$ cat src/rtl/mem_port_arbiter_if.sv
// Requester, response and memory-side signals of the two-port memory arbiter.
// The slave modport is the arbiter's view; master is the surrounding requesters plus memory.
interface mem_port_arbiter_if #(
    parameter int AW = 32,
    parameter int DW = 32
) ();
    logic            s0_valid;
    logic            s1_valid;
    logic            s0_ready;
    logic            s1_ready;
    logic [AW-1:0]   s0_addr;
    logic [AW-1:0]   s1_addr;
    logic            s0_we;
    logic            s1_we;
    logic [DW-1:0]   s0_wdata;
    logic [DW-1:0]   s1_wdata;
    logic [DW/8-1:0] s0_wstrb;
    logic [DW/8-1:0] s1_wstrb;
    logic            s0_rsp_valid;
    logic            s1_rsp_valid;
    logic [DW-1:0]   s_rdata;
    logic            m_valid;
    logic            m_ready;
    logic [AW-1:0]   m_addr;
    logic            m_we;
    logic [DW-1:0]   m_wdata;
    logic [DW/8-1:0] m_wstrb;
    logic            m_rsp_valid;
    logic [DW-1:0]   m_rdata;

    modport slave (
        input  s0_valid, s1_valid, s0_addr, s1_addr, s0_we, s1_we,
               s0_wdata, s1_wdata, s0_wstrb, s1_wstrb,
               m_ready, m_rsp_valid, m_rdata,
        output s0_ready, s1_ready, s0_rsp_valid, s1_rsp_valid, s_rdata,
               m_valid, m_addr, m_we, m_wdata, m_wstrb
    );

    modport master (
        output s0_valid, s1_valid, s0_addr, s1_addr, s0_we, s1_we,
               s0_wdata, s1_wdata, s0_wstrb, s1_wstrb,
               m_ready, m_rsp_valid, m_rdata,
        input  s0_ready, s1_ready, s0_rsp_valid, s1_rsp_valid, s_rdata,
               m_valid, m_addr, m_we, m_wdata, m_wstrb
    );
endinterface

$ cat src/rtl/mem_port_arbiter.sv
// Shares one memory port between fetch (0) and load/store (1), one transaction in flight; handshake to response is 3 cycles at zero wait.
// Backpressure: requesters see ready only while idle; the request is held on the memory side until m_ready, response wait is unbounded.
module mem_port_arbiter #(
    parameter int AW         = 32,
    parameter int DW         = 32,
    parameter bit FIXED_PRIO = 1'b0
) (
    input  logic              clk,
    input  logic              rst,
    mem_port_arbiter_if.slave bus
);
    typedef enum logic [1:0] {
        IDLE = 2'd0,
        REQ  = 2'd1,
        RESP = 2'd2
    } state_t;

    state_t          r_state;
    logic            r_last;
    logic            r_owner;
    logic            r_m_valid;
    logic [AW-1:0]   r_m_addr;
    logic            r_m_we;
    logic [DW-1:0]   r_m_wdata;
    logic [DW/8-1:0] r_m_wstrb;
    logic            r_s0_rsp_valid;
    logic            r_s1_rsp_valid;
    logic [DW-1:0]   r_s_rdata;

    logic            w_any;
    logic            w_grant;
    logic            w_take;

    // w_grant is the winning port index; it only matters while w_any is set.
    always_comb begin
        w_any   = bus.s0_valid | bus.s1_valid;
        w_grant = bus.s1_valid;
        if (bus.s0_valid && bus.s1_valid) begin
            w_grant = FIXED_PRIO ? 1'b1 : ~r_last;
        end
    end

    assign w_take       = (r_state == IDLE) & w_any;
    assign bus.s0_ready = w_take & ~w_grant;
    assign bus.s1_ready = w_take & w_grant;

    assign bus.m_valid      = r_m_valid;
    assign bus.m_addr       = r_m_addr;
    assign bus.m_we         = r_m_we;
    assign bus.m_wdata      = r_m_wdata;
    assign bus.m_wstrb      = r_m_wstrb;
    assign bus.s0_rsp_valid = r_s0_rsp_valid;
    assign bus.s1_rsp_valid = r_s1_rsp_valid;
    assign bus.s_rdata      = r_s_rdata;

    always_ff @(posedge clk or posedge rst) begin
        if (rst) begin
            r_state        <= IDLE;
            r_last         <= 1'b1;
            r_owner        <= 1'b0;
            r_m_valid      <= 1'b0;
            r_m_addr       <= '0;
            r_m_we         <= 1'b0;
            r_m_wdata      <= '0;
            r_m_wstrb      <= '0;
            r_s0_rsp_valid <= 1'b0;
            r_s1_rsp_valid <= 1'b0;
            r_s_rdata      <= '0;
        end else begin
            r_s0_rsp_valid <= 1'b0;
            r_s1_rsp_valid <= 1'b0;
            case (r_state)
                IDLE: begin
                    if (w_any) begin
                        r_m_addr  <= w_grant ? bus.s1_addr  : bus.s0_addr;
                        r_m_we    <= w_grant ? bus.s1_we    : bus.s0_we;
                        r_m_wdata <= w_grant ? bus.s1_wdata : bus.s0_wdata;
                        r_m_wstrb <= w_grant ? bus.s1_wstrb : bus.s0_wstrb;
                        r_owner   <= w_grant;
                        r_last    <= w_grant;
                        r_m_valid <= 1'b1;
                        r_state   <= REQ;
                    end
                end
                REQ: begin
                    if (bus.m_ready) begin
                        r_m_valid <= 1'b0;
                        r_state   <= RESP;
                    end
                end
                RESP: begin
                    // Write acks also load s_rdata; owners ignore it for writes.
                    if (bus.m_rsp_valid) begin
                        r_s_rdata      <= bus.m_rdata;
                        r_s0_rsp_valid <= ~r_owner;
                        r_s1_rsp_valid <= r_owner;
                        r_state        <= IDLE;
                    end
                end
                default: r_state <= IDLE;
            endcase
        end
    end
endmodule
$ cat src/flat_wrapper.sv
// flat-port wrapper written by rule: the top's interface ports become plain ports
module mem_port_arbiter_flat 
#(
    parameter int AW         = 32,
    parameter int DW         = 32,
    parameter bit FIXED_PRIO = 1'b0
)
  (clk, rst, bus_s0_valid, bus_s1_valid, bus_s0_addr, bus_s1_addr, bus_s0_we, bus_s1_we, bus_s0_wdata, bus_s1_wdata, bus_s0_wstrb, bus_s1_wstrb, bus_m_ready, bus_m_rsp_valid, bus_m_rdata, bus_s0_ready, bus_s1_ready, bus_s0_rsp_valid, bus_s1_rsp_valid, bus_s_rdata, bus_m_valid, bus_m_addr, bus_m_we, bus_m_wdata, bus_m_wstrb);
  mem_port_arbiter_if #(.AW(AW), .DW(DW)) bus_i ();
  input  logic clk;
  input  logic rst;
  input wire logic [$bits(bus_i.s0_valid)-1:0] bus_s0_valid;
  input wire logic [$bits(bus_i.s1_valid)-1:0] bus_s1_valid;
  input wire logic [$bits(bus_i.s0_addr)-1:0] bus_s0_addr;
  input wire logic [$bits(bus_i.s1_addr)-1:0] bus_s1_addr;
  input wire logic [$bits(bus_i.s0_we)-1:0] bus_s0_we;
  input wire logic [$bits(bus_i.s1_we)-1:0] bus_s1_we;
  input wire logic [$bits(bus_i.s0_wdata)-1:0] bus_s0_wdata;
  input wire logic [$bits(bus_i.s1_wdata)-1:0] bus_s1_wdata;
  input wire logic [$bits(bus_i.s0_wstrb)-1:0] bus_s0_wstrb;
  input wire logic [$bits(bus_i.s1_wstrb)-1:0] bus_s1_wstrb;
  input wire logic [$bits(bus_i.m_ready)-1:0] bus_m_ready;
  input wire logic [$bits(bus_i.m_rsp_valid)-1:0] bus_m_rsp_valid;
  input wire logic [$bits(bus_i.m_rdata)-1:0] bus_m_rdata;
  output wire logic [$bits(bus_i.s0_ready)-1:0] bus_s0_ready;
  output wire logic [$bits(bus_i.s1_ready)-1:0] bus_s1_ready;
  output wire logic [$bits(bus_i.s0_rsp_valid)-1:0] bus_s0_rsp_valid;
  output wire logic [$bits(bus_i.s1_rsp_valid)-1:0] bus_s1_rsp_valid;
  output wire logic [$bits(bus_i.s_rdata)-1:0] bus_s_rdata;
  output wire logic [$bits(bus_i.m_valid)-1:0] bus_m_valid;
  output wire logic [$bits(bus_i.m_addr)-1:0] bus_m_addr;
  output wire logic [$bits(bus_i.m_we)-1:0] bus_m_we;
  output wire logic [$bits(bus_i.m_wdata)-1:0] bus_m_wdata;
  output wire logic [$bits(bus_i.m_wstrb)-1:0] bus_m_wstrb;
  assign bus_i.s0_valid = bus_s0_valid;
  assign bus_i.s1_valid = bus_s1_valid;
  assign bus_i.s0_addr = bus_s0_addr;
  assign bus_i.s1_addr = bus_s1_addr;
  assign bus_i.s0_we = bus_s0_we;
  assign bus_i.s1_we = bus_s1_we;
  assign bus_i.s0_wdata = bus_s0_wdata;
  assign bus_i.s1_wdata = bus_s1_wdata;
  assign bus_i.s0_wstrb = bus_s0_wstrb;
  assign bus_i.s1_wstrb = bus_s1_wstrb;
  assign bus_i.m_ready = bus_m_ready;
  assign bus_i.m_rsp_valid = bus_m_rsp_valid;
  assign bus_i.m_rdata = bus_m_rdata;
  assign bus_s0_ready = bus_i.s0_ready;
  assign bus_s1_ready = bus_i.s1_ready;
  assign bus_s0_rsp_valid = bus_i.s0_rsp_valid;
  assign bus_s1_rsp_valid = bus_i.s1_rsp_valid;
  assign bus_s_rdata = bus_i.s_rdata;
  assign bus_m_valid = bus_i.m_valid;
  assign bus_m_addr = bus_i.m_addr;
  assign bus_m_we = bus_i.m_we;
  assign bus_m_wdata = bus_i.m_wdata;
  assign bus_m_wstrb = bus_i.m_wstrb;
  mem_port_arbiter #(.AW(AW), .DW(DW), .FIXED_PRIO(FIXED_PRIO)) u_core (.clk(clk), .rst(rst), .bus(bus_i));
endmodule
$ cat config.mk
export PLATFORM = sky130hd
export DESIGN_NAME = mem_port_arbiter_flat
export DESIGN_NICKNAME = d
export VERILOG_FILES = /design/src/rtl/mem_port_arbiter_if.sv /design/src/rtl/mem_port_arbiter.sv /design/src/flat_wrapper.sv
export SDC_FILE = /design/constraint.sdc
export NUM_CORES = 1
export LEC_CHECK = 0
export ABC_AREA = 1
export BUFFER_PORTS_ARGS = -buffer_cell sky130_fd_sc_hd__buf_2
export CAP_MARGIN = 20
export CORE_ASPECT_RATIO = 0.75
export CORE_MARGIN = 2
export CORE_UTILIZATION = 40
export DETAILED_ROUTE_END_ITERATION = 16
export PLACE_DENSITY = 0.76
export SETUP_SLACK_MARGIN = 0.02
export SLEW_MARGIN = 20
export SYNTH_ARGS = -nofsm -noshare
export SYNTH_HDL_FRONTEND = slang
export SYNTH_SLANG_ARGS = --single-unit
$ cat constraint.sdc
create_clock -name clk -period 3.5 [get_ports clk]
set_input_delay 0.7 -clock clk [delete_from_list [all_inputs] [get_ports clk]]
set_output_delay 0.7 -clock clk [all_outputs]
set_load 0.05 [all_outputs]
==> results.sh <==
export IMPL_area_growth_pct=35.98
export IMPL_crit_type="input port to output pin"
export IMPL_total_power_mw=7.264
export IMPL_finalHoldViolCount=0
export IMPL_h_tree_depth=3
export IMPL_r2r_end="u_core.bus.m_wdata[29]$_DFFE_PP0N_"
export IMPL_powerDensity_nw_per_um2=1047
export IMPL_dp_hpwl_microns=10730
export IMPL_end_kind="output pin"
export IMPL_fin_worst_skew_ps=10.76
export IMPL_worst_setup_hold_path_clk_slew_ps=70
export IMPL_vias_per_cell=4.567
export IMPL_synthTopCellsByArea="dfrtp_1 52%, nand2_1 29%, nand3_1 6.9%, o21ai_0 3.2%, inv_1 2.6%"
export IMPL_avgSynthCellArea_sq_um=7.382
export IMPL_worst_slack_ps=941.8
export IMPL_final_cell_mix="388 x nand2_1, 281 x buf_2, 107 x dfrtp_1"
export IMPL_ys_seq_area_share_pct=53.00
export IMPL_peakVddDrop_mv=0.5170
export IMPL_crit_end="bus_s0_ready"
export IMPL_finalCritPeriodShare_pct=73.09
export IMPL_status="complete, no violations"
export IMPL_cp_max_fo=29
export IMPL_cts_buffer_depth=2
export IMPL_vias=5106
export IMPL_slew_headroom_pct=49.73
export IMPL_rsz0062_at_grt="no"
export IMPL_timing_fmax_mhz=390.9
export IMPL_synth_area_sq_um=5101
export IMPL_post_cts_resized=0
export IMPL_r2r_start="u_core.r_last$_DFFE_PP1N_"
export IMPL_place_congestion=0.7941
export IMPL_final_common_cell="nand2_1"
export IMPL_cts_buffers=9
export IMPL_setup_viol=0
export IMPL_cts_setup_buffers=0
export IMPL_p_leak_nw=4.291
export IMPL_fp_coreArea_sq_um=12350
export IMPL_clock_root_buffer="clkbuf_16"
export IMPL_die_x_microns=134.4
export IMPL_ant_nets=0
export IMPL_pre_cts_slack_ps=930.9
export IMPL_r2r_setup_slack_ps=1780
export IMPL_slew_viol_final=0
export IMPL_drcViolationCount=0
export IMPL_grt_pass1_wl_microns=23320
export IMPL_ys_ff_latch=108
export IMPL_layout_drive_gt1_share_pct=32.88
export IMPL_synth_nets=867
export IMPL_critPathLaunch="bus_s1_valid"
export IMPL_cts_tree="done"
export IMPL_initial_utilization_pct=41.31
export IMPL_tns_ps=0
export IMPL_yosysWarnings=0
export IMPL_worst_hold_slack_ps=465.8
export IMPL_final_util_pct=56.17
export IMPL_min_period_ps=2558
export IMPL_grt_max_degree=70
export IMPL_dieArea_sq_um=13680
export IMPL_required_ps=2800
export IMPL_synth_top_area_share_pct=52.49
export IMPL_drt_iter0_markers=272
export IMPL_hold_path_class="flop to flop"
export IMPL_maxCapViolations=0
export IMPL_wl_microns=14850
export IMPL_synth_largest_area_cell="dfrtp_1"
export IMPL_worst_pin_slew_ps=752.5
export IMPL_hold_buffers=0
export IMPL_syn_inst=691
export IMPL_clkLatencyLatePin_ps=340
export IMPL_antennaDiodeCount=0
export IMPL_critPathLaunchType="input port"
export IMPL_synth_cell_types=19
export IMPL_grt_total_usage_pct=21.43
export IMPL_port_buffers=281
export IMPL_first_global_vias=4751
export IMPL_hp_start="u_core.r_owner$_DFFE_PP0N_"
export IMPL_reg2reg_depth=7
export IMPL_die_h_microns=101.8
export IMPL_cts_sinks=108
export IMPL_drt_wirelength_per_cell_microns=13.29
export IMPL_fin_nets=1123
export IMPL_row_count=35
export IMPL_overflow=0
export IMPL_antenna_found_initial=0
export IMPL_io_pins=282
export IMPL_dr_pass1_iters=4
export IMPL_worstPathArrival_ps=1860
[metrics by stage]
step / cells / area (sq um)
finish: 1118 / 6937
floorplan: 691 / 5105
detailed placement: 1102 / 6580
CTS: 1118 / 6937
global route: 1118 / 6937
global placement: 1102 / 6578
[layout make-up]
| class | count | area [sq um] |
|---|---|---|
| clock buffers | 10 | 239.0 |
| clock inverters | 6 | 117.6 |
| fillers | 1201 | 5413 |
| inverters | 37 | 145.1 |
| multi-input cells | 502 | 2044 |
| flip-flops and latches | 108 | 2704 |
| well taps | 166 | 207.7 |
| repair buffers | 289 | 1479 |
[report_power, final]
part / switching [mW] / total (mW) / internal [mW]
Sequential: 0.308 / 2.13 / 1.82
Clock: 0.466 / 1.19 / 0.727
Combinational: 3.09 / 3.94 / 0.847
Total: 3.87 / 7.26 / 3.40
[cells by family (layout without fill, tap and decap cells)]
kind of cell | after synthesis | in the layout | share of synthesized area, %
DFF | 108 | 108 | 53.00
and+or+nand+nor | 465 | 465 | 36.03
AOI/OAI and AO/OA | 37 | 37 | 3.753
buffers and inverters | 81 | 342 | 7.211
[critical path, cell delays in order]
cell and delay (ps):
buf_2 470, o21ai_4 190, a21oi_1 190, buf_2 300
[per-layer routing]
layer | vias up | GRT usage, % | wire, microns
li1 | 2631 | - | -
met1 | 2245 | 28.36 | 6391
met2 | 213 | 35.83 | 7069
met3 | 17 | 5.205 | 1194
met4 | 0 | 5.425 | 199
met5 | - | 0 | 0
[flip-flops by register name, indices dropped and copies added, names as in the netlist]
name                     count
u_core.bus.m_addr           32
u_core.r_last                1
u_core.bus.s0_rsp_valid      1
u_core.bus.m_valid           1
u_core.bus.m_wstrb           4
u_core.bus.s_rdata          32
u_core.bus.m_we              1
u_core.bus.m_wdata          32
u_core.bus.s1_rsp_valid      1
u_core.r_owner               1
u_core.r_state               2
[how the worst min path moves through the flow]
stage,end,cells after the start
2_1_floorplan,u_core.bus.s0_rsp_valid$_DFF_PP0_,1
3_3_place_gp,u_core.bus.m_valid$_DFFE_PP0P_,2
3_5_place_dp,u_core.bus.s0_rsp_valid$_DFF_PP0_,1
4_1_cts,u_core.bus.s0_rsp_valid$_DFF_PP0_,1
5_1_grt,u_core.bus.s0_rsp_valid$_DFF_PP0_,1
6_report,u_core.bus.s0_rsp_valid$_DFF_PP0_,1
[cells in the mapped netlist]
cell type  instances
nand2_1          389
dfrtp_1          107
nand3_1           70
inv_1             36
o21ai_0           33
buf_2             19
clkbuf_1          13
buf_4              6
nor2_1             4
a21oi_1            2
buf_1              2
buf_6              2
clkbuf_2           2
dfstp_2            1
inv_2              1
nand2_2            1
nor2_2             1
o21ai_2            1
o31ai_1            1
Note: power is estimated with default switching activity, not from simulation.
